==> config.mk <==
export PLATFORM = sky130hd
export DESIGN_NAME = regfile_wb_ctrl
export DESIGN_NICKNAME = d
export VERILOG_FILES = /design/src/rtl/rv32i_pkg.sv /design/src/rtl/regfile_wb_ctrl_wb_arbiter.sv /design/src/rtl/regfile_wb_ctrl.sv
export SDC_FILE = /design/constraint.sdc
export NUM_CORES = 1
export LEC_CHECK = 0
export CAP_MARGIN = 10
export CORE_MARGIN = 1.5
export CORE_UTILIZATION = 43
export CTS_CLUSTER_DIAMETER = 100
export DETAILED_ROUTE_END_ITERATION = 8
export PLACE_DENSITY = 0.86
export RECOVER_POWER = 50
export SYNTH_ARGS = -nofsm -noshare
export SYNTH_HDL_FRONTEND = slang
export SYNTH_SLANG_ARGS = --single-unit
==> constraint.sdc <==
create_clock -name clk -period 3.6 [get_ports clk]
set_input_delay 0.72 -clock clk [delete_from_list [all_inputs] [get_ports clk]]
set_output_delay 0.72 -clock clk [all_outputs]
set_load 0.05 [all_outputs]
==> src/rtl/rv32i_pkg.sv <==
// Shared RV32I register-file constants and the writeback-controller state type.
package rv32i_pkg;

   localparam int unsigned XLEN     = 32;
   localparam int unsigned REG_AW   = 5;
   localparam int unsigned NUM_REGS = 32;
   localparam logic [REG_AW-1:0] REG_ZERO = 5'd0;

   typedef logic [0:0] wbctrl_state_t;
   localparam wbctrl_state_t INIT = 1'b0;
   localparam wbctrl_state_t RUN  = 1'b1;

endpackage

==> src/rtl/regfile_wb_ctrl_wb_arbiter.sv <==
// Writeback requester arbiter: one-hot grant among valid requesters.
// RF_WB_RR_EN selects round-robin from ptr; otherwise lowest index wins.
module wb_arbiter #(
   parameter int unsigned NREQ = 2,
   parameter int unsigned PW   = $clog2(NREQ)
) (
   input  logic [NREQ-1:0] valid,
`ifdef RF_WB_RR_EN
   input  logic [PW-1:0]   ptr,
`endif
   output logic [NREQ-1:0] grant,
   output logic [PW-1:0]   grant_idx
);

`ifdef RF_WB_RR_EN
   function automatic int unsigned wrap(input int unsigned a);
      return (a >= NREQ) ? a - NREQ : a;
   endfunction

   // Scan from the pointer, wrapping, and take the first valid requester.
   always_comb begin
      logic found;
      grant     = '0;
      grant_idx = '0;
      found     = 1'b0;
      for (int unsigned off = 0; off < NREQ; off++) begin
         if (!found && valid[wrap(32'(ptr) + off)]) begin
            grant[wrap(32'(ptr) + off)] = 1'b1;
            grant_idx = PW'(wrap(32'(ptr) + off));
            found     = 1'b1;
         end
      end
   end
`else
   always_comb begin
      logic found;
      grant     = '0;
      grant_idx = '0;
      found     = 1'b0;
      for (int unsigned i = 0; i < NREQ; i++) begin
         if (!found && valid[i]) begin
            grant[i]  = 1'b1;
            grant_idx = PW'(i);
            found     = 1'b1;
         end
      end
   end
`endif

endmodule

==> src/rtl/regfile_wb_ctrl.sv <==
// Register-file write-port controller: zero-sweeps all entries after reset, then
// arbitrates writeback requesters onto the port. RF_WB_RR_EN enables round-robin.
module regfile_wb_ctrl
   import rv32i_pkg::*;
#(
   parameter int unsigned XLEN_P = XLEN,
   parameter int unsigned NREQ   = 2,
   parameter int unsigned AW     = REG_AW,
   parameter int unsigned GW     = $clog2(NREQ)
) (
   input  logic                 clk,
   input  logic                 clr,
   input  logic [NREQ-1:0]      req_valid,
   output logic [NREQ-1:0]      req_ready,
   input  logic [NREQ*AW-1:0]   req_addr,
   input  logic [NREQ*XLEN_P-1:0] req_data,
   output logic                 rf_we,
   output logic [AW-1:0]        rf_addr,
   output logic [XLEN_P-1:0]    rf_d,
   output logic                 init_done,
   output logic [GW-1:0]        grant_id
);

   localparam int unsigned NREGS = 1 << AW;

   wbctrl_state_t     state_q, state_d;
   logic [AW-1:0]     cnt_q, cnt_d;
   logic              we_d, done_d;
   logic [AW-1:0]     addr_d;
   logic [XLEN_P-1:0] d_d;
   logic [GW-1:0]     gid_d;
   logic [NREQ-1:0]   grant;
   logic [GW-1:0]     win;
   logic [AW-1:0]     sel_addr;
   logic [XLEN_P-1:0] sel_data;
   logic              xfer;

`ifdef RF_WB_RR_EN
   logic [GW-1:0]     rr_ptr, ptr_d;

   wb_arbiter #(.NREQ(NREQ), .PW(GW)) u_arb (
      .valid     (req_valid),
      .ptr       (rr_ptr),
      .grant     (grant),
      .grant_idx (win)
   );
`else
   wb_arbiter #(.NREQ(NREQ), .PW(GW)) u_arb (
      .valid     (req_valid),
      .grant     (grant),
      .grant_idx (win)
   );
`endif

   // Accept only once the sweep has fully retired, so the first RUN cycle never writes.
   assign req_ready = (state_q == RUN && init_done) ? grant : '0;
   assign xfer      = |req_ready;

   always_comb begin
      sel_addr = '0;
      sel_data = '0;
      for (int unsigned i = 0; i < NREQ; i++) begin
         if (grant[i]) begin
            sel_addr = sel_addr | req_addr[i*AW +: AW];
            sel_data = sel_data | req_data[i*XLEN_P +: XLEN_P];
         end
      end
   end

   always_ff @(posedge clk or negedge clr) begin
      if (!clr) state_q <= INIT;
      else      state_q <= state_d;
   end

   always_comb begin
      state_d = state_q;
      cnt_d   = cnt_q;
      we_d    = 1'b0;
      addr_d  = rf_addr;
      d_d     = rf_d;
      gid_d   = grant_id;
      done_d  = init_done;
`ifdef RF_WB_RR_EN
      ptr_d   = rr_ptr;
`endif
      case (state_q)
         INIT: begin
            we_d   = 1'b1;
            addr_d = cnt_q;
            d_d    = '0;
            cnt_d  = cnt_q + AW'(1);
            if (cnt_q == AW'(NREGS - 1)) state_d = RUN;
         end
         default: begin
            done_d = 1'b1;
            if (xfer) begin
`ifdef RF_WB_RR_EN
               ptr_d = (win == GW'(NREQ - 1)) ? '0 : win + GW'(1);
`endif
               // x0 writes complete the handshake but never reach the port.
               if (sel_addr != AW'(REG_ZERO)) begin
                  we_d   = 1'b1;
                  addr_d = sel_addr;
                  d_d    = sel_data;
                  gid_d  = win;
               end
            end
         end
      endcase
   end

   always_ff @(posedge clk or negedge clr) begin
      if (!clr) begin
         cnt_q     <= '0;
         rf_we     <= 1'b0;
         rf_addr   <= '0;
         rf_d      <= '0;
         init_done <= 1'b0;
         grant_id  <= '0;
      end else begin
         cnt_q     <= cnt_d;
         rf_we     <= we_d;
         rf_addr   <= addr_d;
         rf_d      <= d_d;
         init_done <= done_d;
         grant_id  <= gid_d;
      end
   end

`ifdef RF_WB_RR_EN
   always_ff @(posedge clk or negedge clr) begin
      if (!clr) rr_ptr <= '0;
      else      rr_ptr <= ptr_d;
   end
`endif

endmodule

* Yosys cells after proc, flatten, opt, wreduce, memory -nomap -nowiden *
Index checks and enable logic that the tools add are counted.

operators by class
  add/subtract/negate cells = 1
  multiply operators = 0
  divide/modulo/power cells = 0
  magnitude comparators = 0
  equal/unequal tests = 3
  shift-type cells = 0
  muxes and demuxes = 18
  bitwise logic cells = 2
  reduce and logical (&&, ||, !) cells = 7

operators by type and width
  kind                                                             count
  32-bit two-way mux                                               5
  32-bit OR                                                        1
  5-bit two-way mux                                                5
  1-bit two-way mux                                                7
  5-bit by 1-bit adder with 5-bit output, second input constant    1
  5-bit equality test, second input constant                       1
  5-bit OR                                                         1
  5-bit nonzero test                                               1
  2-bit by 1-bit != test with 1-bit output, second input constant  2
  3-bit AND reduction                                              1
  1-bit logical AND                                                2
  2-bit two-way mux                                                1
  2-bit AND reduction                                              1
  2-bit OR reduction                                               1
  1-bit zero test                                                  1

storage, ports and cells
  flip-flop bits (word level) = 46
  bits in latches = 0
  memory bits (writable) = 0
  bits in read-only memories = 0
  bits of input ports = 78
  output and inout bits = 42
  word-level logic and storage cells = 38
  memories = 0

* Logic depth before layout (Yosys ltp) *
Gate-level depths: netlist (run 1).

  word-level depth = 9
  depth in mapped cells = 5
  depth with buffers taken out = 4

* Modules after synthesis *
From an unflattened synthesis (run 1), not the netlist that was laid out.

unflattened totals
  cells, all modules = 216
  area, all modules = 2317.2 um^2

by module, submodules not included
  module           times used  cells an instance  area an instance (um^2)  sequential area each (um^2)
  regfile_wb_ctrl  1           213                2288.4                   1151.1
  wb_arbiter       1           3                  28.8                     0.0

* Worst setup path before layout (run 1) *
OpenSTA, ideal clock, no wires.

  kind = input to output
  start = input port req_valid[1]
  end = output port req_ready[1]
  arrival = 2.202 ns
  data required time = 2.880 ns
  path slack = 0.678 ns
  stages = 4
  path buffers = 2
  path through = nor2b_1 buf_2 clkbuf_1 nor2b_1

between the ends
  longest elaborated chain between the ends = 3

ends and longest elaborated chain
  element             RTL line                          text
  start: declaration  regfile_wb_ctrl.sv:13             input logic [NREQ-1:0] req_valid,
  1-bit logical AND   regfile_wb_ctrl_wb_arbiter.sv:41  if (!found && valid[i]) begin
  1-bit two-way mux   regfile_wb_ctrl_wb_arbiter.sv:41
  2-bit two-way mux   regfile_wb_ctrl.sv:56             assign req_ready = (state_q == RUN && init_done) ? grant : '0;
  end: declaration    regfile_wb_ctrl.sv:14             output logic [NREQ-1:0] req_ready,

No other way between the ends.

* Worst setup path after layout (run 1) *
  start = input port req_valid[0]
  end = output port req_ready[0]

between the ends
  longest elaborated chain between the ends = 2

ends and longest elaborated chain
  element            RTL line
  1-bit two-way mux  regfile_wb_ctrl_wb_arbiter.sv:41
  2-bit two-way mux  regfile_wb_ctrl.sv:56

No other way between the ends.

==> results of run 1 <==
how the worst min path moves through the flow:
stage              from  endpoint  cells past startpoint
3_3_place_gp   cnt_q[3]  cnt_q[3]                      1
6_report       cnt_q[3]  cnt_q[3]                      1
3_5_place_dp   cnt_q[3]  cnt_q[3]                      1
2_1_floorplan       clr  cnt_q[0]                      0
5_1_grt        cnt_q[3]  cnt_q[3]                      1
4_1_cts        cnt_q[3]  cnt_q[3]                      1
flip-flops by register name, summed over array words and instances (netlist names):
register	count
init_done	1
rf_d	32
cnt_q	5
grant_id	1
rf_we	1
rf_addr	5
state_q	1
power groups by stage:
| stage | logic, uW | registers [uW] | clock network (uW) |
|---|---|---|---|
| after floorplan | 117 | 792 | 0 |
| after global placement | 532 | 605 | 0 |
| after detailed placement | 542 | 607 | 0 |
| after CTS | 542 | 599 | 381 |
| after global routing | 563 | 605 | 402 |
| final | 533 | 598 | 376 |
cells by family (layout without fill, tap and decap cells):
logic type	Yosys count	in the layout	synth area share, %
compound gates	54	54	17.8
xor+xnor	3	3	1.15
fa+ha+maj	2	2	1.09
buf+inv	21	137	4.48
flops	46	46	50.3
mux	34	34	15.0
simple gates	51	51	10.2
synth_stat cells:
cell type and instances:
buf_2 1, nor2b_1 3, or4_4 2, o22a_1 1
nand4b_1 1, o21ba_2 1, a31o_2 4, a22oi_1 36
o22ai_1 4, mux2_2 2, nor2_1 3, xnor2_1 3
buf_6 3, nand2b_1 1, a41oi_1 1, dfrtp_1 46
or2_2 2, ha_1 2, clkbuf_1 13, a21oi_2 1
o21ai_0 3, nand2_1 36, o221ai_1 1, inv_1 4
nand3_1 1, and3_1 2, mux2i_1 32, o21ai_2 2
layout make-up:
class	instances	area [um^2]	area share, %
timing repair buffer	125	1250	34.2
clock inverter	2	37.5	1.03
tap	70	87.6	2.40
clock buffer	6	72.6	1.99
sequential	46	1150	31.5
multi-input combinational	144	1040	28.5
inverter	4	15.0	0.411
layer usage:
layer	track usage, %	up-vias
met4	3.89	0
li1	-	999
met2	36.8	77
met3	7.59	4
met5	0	-
met1	27.3	1007
through the flow:
| stage | setup slack [ns] | utilization [%] | hold slack, ns | instance area [um^2] |
|---|---|---|---|---|
| floorplan | 0.678 | - | 0.424 | 2290 |
| global placement | 0.715 | 69.5 | 0.486 | 3550 |
| detailed placement | 0.643 | 69.5 | 0.491 | 3550 |
| CTS | 0.934 | 71.7 | 0.506 | 3660 |
| global route | 0.542 | 71.6 | 0.532 | 3650 |
| finish | 0.964 | 71.6 | 0.504 | 3650 |
==> flow_metrics.env, run 1 <==
export IMPL_grt_max_degree=52
export IMPL_syn_to_final_growth_pct=59.7
export IMPL_power_uw=1510
export IMPL_cp_endpoint="req_ready[0]"
export IMPL_yosysTopAreaCell="dfrtp_1"
export IMPL_dr_wl_met3_um=450
export IMPL_pin_count=120
export IMPL_crit_buf_inv=3
export IMPL_cts_tree="built"
export IMPL_die_w_um=76.0
export IMPL_synth_distinct_cells=28
export IMPL_wl_met1_mm=2.53
export IMPL_dieArea_um2=5770
export IMPL_hp_class="reg2reg"
export IMPL_grt_pass1_wl_mm=10.2
export IMPL_nNetsFinal=406
export IMPL_drv_slew=47
export IMPL_ys_ff_latch=46
export IMPL_worstMarginPinSlew_ns=2.40
export IMPL_pwr_share_comb_pct=35.3
export IMPL_r2r_cells=4
export IMPL_fmax_ghz=0.379
export IMPL_path_delay_family="buffers and inverters"
export IMPL_grt_pass1_vias=2165
export IMPL_first_pass_iters=4
export IMPL_syn_inst=211
export IMPL_slew_headroom_pct=-59.8
export IMPL_startpoint="req_valid[0]"
export IMPL_cp_start_kind="input port"
export IMPL_drive_above_1_share_pct=8.87
export IMPL_numPortBuffers=119
export IMPL_dr_total_vias=2087
export IMPL_worstPathCellList="clkdlybuf4s50_1, buf_4, and3_1, buf_12"
export IMPL_failed_checks="capacitance limit, slew limit"
export IMPL_max_cap_violations=1
export IMPL_switchingPower_uw=508
export IMPL_drt_iter0_drc=90
export IMPL_synth_top_area_share_pct=50.3
export IMPL_post_cts_setup_buffer_count=0
export IMPL_route_met2_wl_mm=3.07
export IMPL_power_density_nw_per_um2=412
export IMPL_criticalPathCategory="in2out"
export IMPL_hpwl_mm=4.63
export IMPL_clk_latency_ns=0.29
export IMPL_p_clk_share_pct=25.0
export IMPL_final_cells=397
export IMPL_core_rowCount=26
export IMPL_netlist_top_cells_area="dfrtp_1 50%, mux2i_1 14%, a22oi_1 12%"
export IMPL_routed_top_layer="met4"
export IMPL_gp_congestion=0.805
export IMPL_wl_mm=6.09
export IMPL_sw_frac_of_total_pct=33.7
export IMPL_setup_viol=0
export IMPL_crit_arrival_ns=1.92
export IMPL_wl_per_cell_um=15.3
export IMPL_hold_buffers=0
export IMPL_rsz0062_at_grt="no"
export IMPL_worst_path_max_delay_cell="clkdlybuf4s50_1"
export IMPL_crit_required_ns=2.88
export IMPL_fin_crit_ns=2.64
export IMPL_clkSlewWorstSetupHoldPaths_ns=0.08
export IMPL_dpl_cell_count=389
export IMPL_nFillCells=407
export IMPL_r2r_start="init_done"
export IMPL_reg2reg_setup_slack_ns=1.55
export IMPL_htreeDepth=2
export IMPL_avgSynthCellArea_um2=10.8
export IMPL_p_int_uw=999
export IMPL_ir_drop_mv=0.250
export IMPL_hold_viol=0
export IMPL_core_area_um2=5110
export IMPL_dieHeight_um=76.0
export IMPL_r2r_end="rf_d[24]"
export IMPL_cpPeakStageDelay_ns=0.52
export IMPL_cts_buffers=5
export IMPL_path_depth=4
export IMPL_start_util_pct=44.8
export IMPL_final_period_utilization_pct=73.2
export IMPL_tns_ns=0
export IMPL_final_cell_mix="107 x clkdlybuf4s50_1, 46 x dfrtp_1, 36 x nand2_1, 36 x a22oi_1, 32 x mux2i_1"
export IMPL_cp_max_fo=22
export IMPL_drc=0
export IMPL_ant_nets=0
export IMPL_ctsResizeCount=0
export IMPL_finClkSkew_ns=0.00474
export IMPL_end_kind="output port"
export IMPL_clock_sinks=46
export IMPL_syn_nets=291
export IMPL_yosysSeqAreaShare_pct=50.3
export IMPL_vias_per_cell=5.26
export IMPL_antenna_cells=0
export IMPL_grt_overflow=0
export IMPL_synth_warning_count=0
export IMPL_grt_use_total_pct=21.8
export IMPL_syn_cell_area_um2=2290
export IMPL_cts_root_buf="clkbuf_8"
export IMPL_leakagePower_uw=0.00164
export IMPL_antenna_found_initial=0
export IMPL_final_common_cell="clkdlybuf4s50_1"
export IMPL_cts_buffer_depth=2
export IMPL_status="finished with violations"
export IMPL_p_seq_share_pct=39.7
Note: power is estimated with default switching activity, not from simulation.
==> inputs of run 2 (changes only) <==
--- a/config.mk
+++ b/config.mk
@@ -7,10 +7,10 @@
 export LEC_CHECK = 0
 export CAP_MARGIN = 10
 export CORE_MARGIN = 1.5
-export CORE_UTILIZATION = 43
+export CORE_UTILIZATION = 36
 export CTS_CLUSTER_DIAMETER = 100
 export DETAILED_ROUTE_END_ITERATION = 8
-export PLACE_DENSITY = 0.86
+export PLACE_DENSITY = 0.77
 export RECOVER_POWER = 50
 export SYNTH_ARGS = -nofsm -noshare
 export SYNTH_HDL_FRONTEND = slang
==> constraint.sdc (replaced) <==
create_clock -name clk -period 2.33 [get_ports clk]
set_input_delay 0.466 -clock clk [delete_from_list [all_inputs] [get_ports clk]]
set_output_delay 0.466 -clock clk [all_outputs]
set_load 0.05 [all_outputs]
==> run 2 against run 1 <==
Net effect:
- critical path depth unchanged
- die area up 19%
- cell count increased by 1.8%
- clock skew down 0.0022 ns
- sequential share of layout area down 0.30 points
- combinational power up 57%
- worst hold slack worse by 0.045 ns
- non-clock buffer count increased by 3
- the flow now finishes without violations
- clock-buffer cell count unchanged
- via count up 0.19%
==> flow_metrics.env, run 2 (synthesized netlist as in run 1, its figures left out) <==
export IMPL_dieHeight_um=82.7
export IMPL_dr_total_vias=2091
export IMPL_finClkSkew_ns=0.00257
export IMPL_worst_path_max_delay_cell="clkdlybuf4s50_1"
export IMPL_final_period_utilization_pct=91.4
export IMPL_power_density_nw_per_um2=637
export IMPL_first_pass_iters=4
export IMPL_r2r_start="state_q"
export IMPL_htreeDepth=2
export IMPL_grt_pass1_wl_mm=9.59
export IMPL_worstMarginPinSlew_ns=1.15
export IMPL_vias_per_cell=5.18
export IMPL_grt_util_met1_pct=23.5
export IMPL_met2_usage_pct=31.2
export IMPL_cts_root_buf="clkbuf_8"
export IMPL_tns_ns=0
export IMPL_path_delay_family="buffers and inverters"
export IMPL_antenna_cells=0
export IMPL_grt_overflow=0
export IMPL_biggestRegsByFlops="rf_d: 32 flops, cnt_q: 5 flops, rf_addr: 5 flops"
export IMPL_final_cell_mix="115 x clkdlybuf4s50_1, 46 x dfrtp_1, 36 x nand2_1, 36 x a22oi_1, 32 x mux2i_1"
export IMPL_ant_nets=0
export IMPL_largest_reg_flops=32
export IMPL_grt_pass1_vias=2020
export IMPL_cts_tree="built"
export IMPL_worstPathCellList="clkdlybuf4s50_1, nor2b_2, nor2b_2, buf_12"
export IMPL_cts_buffer_depth=2
export IMPL_critPathMostFrequentCell="nor2b_2"
export IMPL_die_w_um=82.7
export IMPL_grt_util_met3_pct=4.07
export IMPL_crit_required_ns=1.86
export IMPL_gp_congestion=0.773
export IMPL_syn_to_final_growth_pct=61.2
export IMPL_fin_crit_ns=2.13
export IMPL_clk_latency_ns=0.29
export IMPL_max_cap_violations=0
export IMPL_ctsResizeCount=0
export IMPL_drc=0
export IMPL_pin_count=120
export IMPL_setup_viol=0
export IMPL_cpPeakStageDelay_ns=0.51
export IMPL_power_uw=2350
export IMPL_dieArea_um2=6840
export IMPL_hold_buffers=0
export IMPL_crit_buf_inv=2
export IMPL_ir_drop_mv=0.380
export IMPL_cp_max_fo=5
export IMPL_leakagePower_uw=0.00166
export IMPL_wl_per_cell_um=15.3
export IMPL_end_kind="output port"
export IMPL_wl_mm=6.17
export IMPL_antenna_found_initial=0
export IMPL_start_util_pct=38.0
export IMPL_core_area_um2=6030
export IMPL_numPortBuffers=119
export IMPL_clkSlewWorstSetupHoldPaths_ns=0.08
export IMPL_grt_use_total_pct=18.5
export IMPL_nNetsFinal=409
export IMPL_top_usage_layer="met2"
export IMPL_drt_iter0_drc=73
export IMPL_rsz0062_at_grt="no"
export IMPL_clock_sinks=46
export IMPL_criticalPathCategory="in2out"
export IMPL_hold_viol=0
export IMPL_core_rowCount=28
export IMPL_final_util_pct=61.2
export IMPL_cts_buffers=5
export IMPL_post_cts_setup_buffer_count=0
export IMPL_final_common_cell="clkdlybuf4s50_1"
export IMPL_crit_arrival_ns=1.66
export IMPL_startpoint="req_valid[1]"
export IMPL_drive_above_1_share_pct=9.12
export IMPL_fmax_ghz=0.469
export IMPL_slew_headroom_pct=23.5
export IMPL_hpwl_mm=4.68
export IMPL_cp_start_kind="input port"
export IMPL_drv_slew=0
export IMPL_grt_max_degree=47
export IMPL_status="completed"
export IMPL_hp_class="in2async"
export IMPL_top_register="rf_d"
[run 2: changes by cell type in the layout (fill, tap and decap cells not counted), sizes merged]
cell | previous run | this run
buf | 8 | 9
clkinvlp | 1 | 0
clkdlybuf4s50 | 107 | 115
dlygate4sd3 | 9 | 1
clkbuf | 7 | 9
[run 2: path summary, 6_finish.rpt]
path                                end  slack, ns  depth (start not counted)
hold reg to reg                cnt_q[3]       0.52                          1
hold / removal                 grant_id       0.46                          2
max in group asynchronous    rf_addr[1]       1.20                          2
setup / recovery           req_ready[1]       0.20                          4
min in group clk               cnt_q[3]       0.52                          1
setup reg to reg               cnt_q[4]       0.32                          2
[run 2: stage by stage]
step                instance area, um^2  setup WS, ns  hold WS, ns  cells
floorplan                          2290         0.153        0.170    211
global placement                   3610         0.150        0.480    397
detailed placement                 3610         0.129        0.513    397
CTS                                3720         0.177        0.271    404
global route                       3690         0.125        0.538    404
finish                             3690         0.199        0.459    404
[run 2: area by class of cell]
class	instances	area, um^2
clock buffers	6	82.6
clock inverters	1	30.0
fillers	511	2340
inverters	4	15.0
multi-input cells	144	1030
flip-flops and latches	46	1150
well taps	75	93.8
repair buffers	128	1290
[run 2: power breakdown]
| group | leakage [uW] | internal [uW] | switching, uW | total, uW |
|---|---|---|---|---|
| logic | 0.00103 | 358 | 480 | 838 |
| clock network | 0.0000573 | 343 | 246 | 589 |
| registers | 0.000569 | 878 | 44.1 | 922 |
| total | 0.00166 | 1580 | 770 | 2350 |
[run 2: routing by layer]
layer	up-vias	part of all wire, %
met5	-	0
met4	0	0.79
met3	6	7.0
met2	73	50
met1	1010	42
li1	1002	-
